===== src/rtl/fb_swap_ctrl.sv =====
// fb_swap_ctrl
// Double-buffer controller for a pair of 160x120, 3-bit frame buffers.
// It normally passes Painter writes straight through to the back buffer.
// On a CPU swap request it does the following, in order:
//   - holds off new CPU primitive writes,
//   - lets the Painter drain its queue,
//   - waits for vertical blank,
//   - flips front/back,
//   - sweeps the new back buffer to bg_color,
//   - hands the write port back to the Painter.
//
// Ports
//   clk, reset          system clock, synchronous active-high reset
//   swap_req            CPU swap request (only honoured while idle)
//   bg_color[2:0]       colour used to clear the new back buffer
//   queue_empty         Painter primitive queue is empty
//   painter_idle        Painter has no line in flight
//   vblank              vertical blank, synchronous to clk
//   p_addr/p_data/p_we  Painter write port
//   fb_addr/fb_data/fb_we  registered write port to the back buffer
//   front_sel           displayed buffer; back buffer is ~front_sel
//   painter_hold        blocks new CPU primitive writes during a swap
//   swap_busy           swap sequence in progress
//   swap_done           one-cycle pulse at the end of the swap
module fb_swap_ctrl #(
  parameter int FB_WORDS = 19200
) (
  input  logic        clk,
  input  logic        reset,
  input  logic        swap_req,
  input  logic [2:0]  bg_color,
  input  logic        queue_empty,
  input  logic        painter_idle,
  input  logic        vblank,
  input  logic [14:0] p_addr,
  input  logic [2:0]  p_data,
  input  logic        p_we,
  output logic [14:0] fb_addr,
  output logic [2:0]  fb_data,
  output logic        fb_we,
  output logic        front_sel,
  output logic        painter_hold,
  output logic        swap_busy,
  output logic        swap_done
);

  localparam logic [14:0] LAST_ADDR = 15'(FB_WORDS - 1);

  typedef enum logic [2:0] {
    IDLE    = 3'd0,
    DRAIN   = 3'd1,
    WAIT_VB = 3'd2,
    CLEAR   = 3'd3,
    DONE    = 3'd4
  } state_t;

  state_t      state_q, state_d;
  logic [14:0] cnt_q, cnt_d;
  logic [14:0] fb_addr_q, fb_addr_d;
  logic [2:0]  fb_data_q, fb_data_d;
  logic        fb_we_q, fb_we_d;
  logic        front_sel_q, front_sel_d;
  logic        hold_q, hold_d;
  logic        busy_q, busy_d;
  logic        done_q, done_d;

  always_comb begin
    state_d     = state_q;
    cnt_d       = cnt_q;
    fb_addr_d   = fb_addr_q;
    fb_data_d   = fb_data_q;
    fb_we_d     = fb_we_q;
    front_sel_d = front_sel_q;
    hold_d      = hold_q;
    busy_d      = busy_q;
    done_d      = 1'b0;

    case (state_q)
      IDLE: begin
        fb_addr_d = p_addr;
        fb_data_d = p_data;
        fb_we_d   = p_we;
        if (swap_req) begin
          hold_d  = 1'b1;
          busy_d  = 1'b1;
          state_d = DRAIN;
        end
      end

      DRAIN: begin
        // Keep passing writes so the in-flight line and queued primitives land.
        fb_addr_d = p_addr;
        fb_data_d = p_data;
        fb_we_d   = p_we;
        if (queue_empty && painter_idle) begin
          fb_we_d = 1'b0;
          state_d = WAIT_VB;
        end
      end

      WAIT_VB: begin
        fb_we_d = 1'b0;
        if (vblank) begin
          front_sel_d = ~front_sel_q;
          cnt_d       = '0;
          state_d     = CLEAR;
        end
      end

      CLEAR: begin
        fb_addr_d = cnt_q;
        fb_data_d = bg_color;
        fb_we_d   = 1'b1;
        // The counter parks on the last address rather than stepping past it.
        if (cnt_q == LAST_ADDR) begin
          state_d = DONE;
        end else begin
          cnt_d = cnt_q + 15'd1;
        end
      end

      DONE: begin
        fb_we_d = 1'b0;
        hold_d  = 1'b0;
        busy_d  = 1'b0;
        done_d  = 1'b1;
        state_d = IDLE;
      end

      default: begin
        state_d = IDLE;
      end
    endcase
  end

  always_ff @(posedge clk) begin
    if (reset) begin
      state_q     <= IDLE;
      cnt_q       <= '0;
      fb_addr_q   <= '0;
      fb_data_q   <= '0;
      fb_we_q     <= 1'b0;
      front_sel_q <= 1'b0;
      hold_q      <= 1'b0;
      busy_q      <= 1'b0;
      done_q      <= 1'b0;
    end else begin
      state_q     <= state_d;
      cnt_q       <= cnt_d;
      fb_addr_q   <= fb_addr_d;
      fb_data_q   <= fb_data_d;
      fb_we_q     <= fb_we_d;
      front_sel_q <= front_sel_d;
      hold_q      <= hold_d;
      busy_q      <= busy_d;
      done_q      <= done_d;
    end
  end

  assign fb_addr      = fb_addr_q;
  assign fb_data      = fb_data_q;
  assign fb_we        = fb_we_q;
  assign front_sel    = front_sel_q;
  assign painter_hold = hold_q;
  assign swap_busy    = busy_q;
  assign swap_done    = done_q;

endmodule


===== config.mk =====
export PLATFORM = sky130hd
export DESIGN_NAME = fb_swap_ctrl
export DESIGN_NICKNAME = d
export VERILOG_FILES = /design/src/rtl/fb_swap_ctrl.sv
export SDC_FILE = /design/constraint.sdc
export NUM_CORES = 1
export LEC_CHECK = 0
export ABC_AREA = 0
export CAP_MARGIN = 40
export CORE_MARGIN = 5
export CORE_UTILIZATION = 44
export DETAILED_ROUTE_END_ITERATION = 10
export PLACE_DENSITY = 0.85
export SLEW_MARGIN = 5
export SYNTH_ARGS = -nofsm -noshare
export SYNTH_HDL_FRONTEND = slang
export SYNTH_SLANG_ARGS = --single-unit
export TNS_END_PERCENT = 20

===== constraint.sdc =====
create_clock -name clk -period 1.5 [get_ports clk]
set_clock_uncertainty 0.1 [all_clocks]
set_input_delay 0.3 -clock clk [delete_from_list [all_inputs] [get_ports clk]]
set_output_delay 0.3 -clock clk [all_outputs]
set_load 0.005 [all_outputs]

# [Yosys cells after proc, flatten, opt, wreduce, memory -nomap -nowiden]
# Index checks and enable logic that the tools add are counted.
[totals] regBits=40 out_inout_bits=23 elab_cells=47 inputBits=28
[classes] muxes=15 n_reduce_logical=12 n_addsub=1 n_eq_ne=10 bitwise=1
[op_table] operator="$pmux W15 S2" count=2
[op_table] operator="$mux W15" count=2
[op_table] operator="$add A15 B1 Y15 const B" count=1
[op_table] operator="$eq A15 B15 Y1 const B" count=1
[op_table] operator="$mux W3" count=4
[op_table] operator="$pmux W3 S4" count=1
[op_table] operator="$ne A2 B2 Y1 const B" count=5
[op_table] operator="$eq A3 B2 Y1 const B" count=2
[op_table] operator="$pmux W3 S2" count=1
[op_table] operator="$reduce_bool A2 Y1" count=3
[op_table] operator="$pmux W1 S4" count=1
[op_table] operator="$reduce_and A2 Y1" count=2
[op_table] operator="$reduce_and A4 Y1" count=1
[op_table] operator="$reduce_bool A4 Y1" count=1
[op_table] operator="$reduce_or A2 Y1" count=2
[op_table] operator="$eq A3 B1 Y1 const B" count=1
[op_table] operator="$eq A3 B3 Y1 const B" count=1
[op_table] operator="$logic_not A3 Y1" count=1
[op_table] operator="$mux W1" count=3
[op_table] operator="$reduce_and A3 Y1" count=1
[op_table] operator="$pmux W1 S2" count=1
[op_table] operator="$logic_and A1 B1 Y1" count=1
[op_table] operator="$not A1 Y1" count=1

# [Longest topological paths before layout]
[logic_depth] ltp_word=3 depth_mapped=6 ltp_nobuf=5

# [Worst setup path before layout]
# OpenSTA, ideal clock, no wires.
[synth_timing] kind="reg-to-reg" from="register cnt_q[0]" to="register cnt_q[0]" n_path_buf=0 setup_slack_ns=-0.126 stages_incl_launch_ff=6 required_time_ns=1.279 period_less_slack_ns=1.626 setup_time_ns=0.121 arrival_time_ns=1.405 path_cell_list="dfxtp_1 ha_1 and3_1 nand4_2 and2_1 mux2_2"
[synth_via] elab_chain_len=3 word_cells_on_any_way=6 cone_classes="1 x add/sub; 2 x eq/ne; 2 x mux; 1 x reduce/logical"
[synth_lines] element="start: declaration" line="58" rtl="logic [14:0] cnt_q, cnt_d;"
[synth_lines] element="start signal: assignment" line="149" rtl="cnt_q <= cnt_d;"
[synth_lines] element="$add A15 B1 Y15 / $eq A15 B15 Y1 (equally long branches)" line="118, 115"
[synth_lines] element="$mux W15 / $ne A2 B2 Y1 (equally long branches)"
[synth_lines] element="$pmux W15 S2 / $reduce_and A3 Y1 (equally long branches)"
# Parallel ways exist; a longest one is shown, timed or not. The select of a mux whose other input is x is not followed.
# A chain may end at the register's enable or synchronous reset.

# [Worst setup path after layout]
[layout_timing] from="register state_q[2]" to="register cnt_q[10]"
[layout_via] elab_chain_len=3 word_cells_on_any_way=7 cone_classes="4 x eq/ne; 1 x mux; 2 x reduce/logical"
[layout_lines] element="start: declaration" line="57" rtl="state_t state_q, state_d;"
[layout_lines] element="start signal: assignment" line="148" rtl="state_q <= state_d;"
[layout_lines] element="$eq A3 B2 Y1" line="78" rtl="case (state_q)"
[layout_lines] element="$ne A2 B2 Y1 (no line) / $reduce_bool A2 Y1 (equally long branches)"
[layout_lines] element="$reduce_and A3 Y1 (no line)"
# Parallel ways exist; a longest one is shown, timed or not.

==> run_results.csv <==
group,metric,value,unit
outcome,outcome,"complete, but fails checks",
outcome,violations,"setup timing",
global_route,grt_max_degree,37,
synthesis,synth_top_cell_by_area,"dfxtp_1",
place,numPortBuffers,50,
pwr,clkPwrFrac,37.7,%
synthesis,synth-edff-count,0,
floorplan,die_y,76.8,um
routing,via_per_inst,5.92,
floorplan,die_w,76.8,um
setup_path,path_cells,"and2b_2, o21ai_0, or4_1, a21oi_1",
sta,setup_viol_count_final,9,
hold_path,hold_class,"flop to flop",
synthesis,ys_warn_count,0,
synthesis,synthesis.area,1960,um^2
sta,fin_crit_sh,103,%
sta,grt_setup_unrepaired,"true",
routing,ant_nets,0,
place,dp_hpwl,4.23,mm
routing,routedWlPerCell,17.3,um
sta,setup_ws,-0.0398,ns
routing,drcViolationCount,0,
global_route,grt_pass1_vias,2048,
setup_path,cp-end-kind,"flop",
routing,first_pass_iters,4,
pwr,comb_power_share,13.8,%
setup_path,criticalPathCategory,"flop to flop",
floorplan,core_area,4320,um^2
sta,relSlewSlack,78.7,%
sta,layout_min_cycle_time,1.54,ns
global_route,antenna_found_initial,0,
synthesis,synthArstFlopShare,0,%
synthesis,ys.flop_type,"dfxtp_1",
cells_and_area,drive_gt1_share,28.0,%
clock_tree,worst_skew_pair.late_latency,0.30,ns
synthesis,syn_nets,252,
run,maxCapViolCount,0,
pwr,power_density,781,nW/um^2
clock_tree,cts_tree,"done",
global_route,grt_pass1_wl,9.81,mm
place,gp_congestion,0.877,
synthesis,ys_top_cells_by_count,"dfxtp_1, nor2_1, a211oi_1",
clock_tree,clkSinkCount,40,
cells_and_area,utilization,69.5,%
pwr,cellLeakagePower,0.00143,uW
global_route,track_usage,20.7,%
setup_path,cpPeakStageDelay,0.53,ns
pwr,power,2350,uW
cells_and_area,nNetsFinal,339,
synthesis,ys_seq_area_share,40.8,%
floorplan,pin_count,51,
clock_tree,htreeDepth,2,
synthesis,ys_ff_latch,40,
clock_tree,clock_path_buffers,2,
pwr,p_int,1790,uW
setup_path,crit_arrival,1.68,ns
setup_path,cp_max_fo,4,
synthesis,yosys.area.top_type_share,40.8,%
sta,drv_slew,0,
routing,drt_iter0_markers,158,
setup_path,path_delay_family,"simple AND/OR/NAND/NOR gates",
setup_path,startpoint_type,"flop",
cells_and_area,antenna_cells,0,
clock_tree,cts_hold_buf,0,
clock_tree,cts-buffers-inserted,5,
synthesis,syn_area_per_cell,8.79,um^2
synthesis,yosysMostFrequentCell,"dfxtp_1",
sta,max_freq,0.649,GHz
setup_path,crit_slowest_cell,"or4_1",
pwr,switching_share,23.8,%
synthesis,synth.area.top_cells,"dfxtp_1, a211oi_1, mux2i_1, nor2_1, a21oi_1",
pwr,netSwitchingPower,559,uW
setup_path,worstPathRequired,1.64,ns
sta,timing.hold.ws,0.397,ns
pwr,seqPwrFrac,48.5,%
synthesis,syn_inst,223,
floorplan,start_util,45.3,%
cells_and_area,area_delta_synth_final,53.2,%
synthesis,ys_types,45,
cells_and_area,num-fill-cells,316,
pwr,ir_drop,0.349,mV
sta,worst_pin_slew,0.316,ns
floorplan,die-area,5890,um^2
sta,hold_violations,0,
clock_tree,clock-root-buffer,"clkbuf_8",
floorplan,rows,24,
routing,vias,2150,
routing,wirelength,6.28,mm
clock_tree,path_clk_slew,0.08,ns
setup_path,crit_buf_inv,0,
global_route,grt_overflow,0,
[cell families after synthesis]
group,count (synthesis),synth area share (%)
AO/OA/AOI/OAI,63,23.0
XOR/XNOR,1,0.447
adder cells (fa/ha/maj),1,0.638
buffers and inverters,22,5.74
flip-flops,40,40.8
multiplexers,15,7.79
AND/OR/NAND/NOR,81,21.5
[cell usage in the layout, fill, tap and decap left out, types with 2 or more instances in the layout]
| master | synthesis | final |
|---|---|---|
| buf_4 | 6 | 44 |
| dfxtp_1 | 40 | 33 |
| nor2_1 | 29 | 29 |
| clkdlybuf4s50_1 | 0 | 27 |
| dlygate4sd2_1 | 0 | 23 |
| a211oi_1 | 18 | 16 |
| mux2i_1 | 13 | 13 |
| nand2_1 | 13 | 12 |
| a21oi_1 | 11 | 9 |
| nand3_1 | 7 | 7 |
| o21ai_0 | 8 | 6 |
| nor4_1 | 6 | 6 |
| dfxtp_2 | 0 | 6 |
| inv_1 | 5 | 5 |
| and3_1 | 6 | 5 |
| a211o_1 | 5 | 5 |
| clkbuf_8 | 0 | 5 |
| a41oi_1 | 5 | 4 |
| a311oi_1 | 4 | 4 |
| a31oi_1 | 3 | 3 |
| and4bb_2 | 2 | 2 |
| nor3_1 | 5 | 2 |
| o21ai_1 | 0 | 2 |
| mux2_2 | 2 | 2 |
| nor3_2 | 0 | 2 |
| a21oi_2 | 1 | 2 |
| a211oi_2 | 0 | 2 |
| buf_12 | 0 | 2 |
[stage by stage]
step                      instance area, um^2  setup TNS (ns)  instances  worst slack [ns]
after floorplan                          2000        -0.00950        223          -0.00797
after global placement                   2830           -4.92        353            -0.259
after detailed placement                 2830           -5.99        353            -0.324
after CTS                                2960        -0.00697        363          -0.00697
after global routing                     3000           -1.27        363            -0.128
final                                    3000          -0.230        363           -0.0398
[registers in the layout (all words and copies together), names as in the netlist]
register   count
cnt_q         15
fb_addr       15
fb_data        3
fb_we          1
front_sel      1
state_q        3
swap_busy      1
swap_done      1
[worst paths after layout]
check / endpoint / slack (ns) / start / cells after the start
min reg2reg: fb_addr[3] / 0.40 / fb_addr[3] / 2
min: fb_addr[3] / 0.40 / fb_addr[3] / 2
max: cnt_q[10] / -0.04 / state_q[2] / 4
max reg2reg: cnt_q[10] / -0.04 / state_q[2] / 4
[cell type report]
cell class	count	area [um^2]	share of cell area (%)
Clock buffer	5	68.8	2.29
Sequential cell	40	812	27.0
Clock inverter	3	42.5	1.42
Tap cell	52	65.1	2.17
Inverter	5	18.8	0.625
Multi-Input combinational cell	162	1150	38.4
Timing Repair Buffer	96	842	28.0
[repair_timing]
action                                  CTS  global route
buffers inserted                          1             0
pin swaps                                 1             1
gates resized for setup                  35            11
endpoints found under the setup margin   52            31
cloned                                    1             0
endpoints found under the hold margin     0             0
[layer usage]
layer  part of all wire, %  vias to the layer above  track usage, %
met2                    48                      114            34.9
met5                     0                        -               0
met3                   8.0                       26            5.39
met1                    40                      999            23.1
met4                   3.9                        0            12.8
li1                      -                     1011               -
[power by group through the flow]
stage	Sequential, uW	Clock, uW	Combinational, uW
global placement	1160	0	330
floorplan	1160	0	124
detailed placement	1160	0	340
finish	1140	885	325
global route	1140	946	348
CTS	1140	899	315
[worst min-delay path, delay by kind of cell (launching register included)]
kind	cells	cell delay (ns)
flops	1	0.31
simple gates	1	0.09
compound gates	1	0.05
Note: power is estimated with default switching activity, not from simulation.
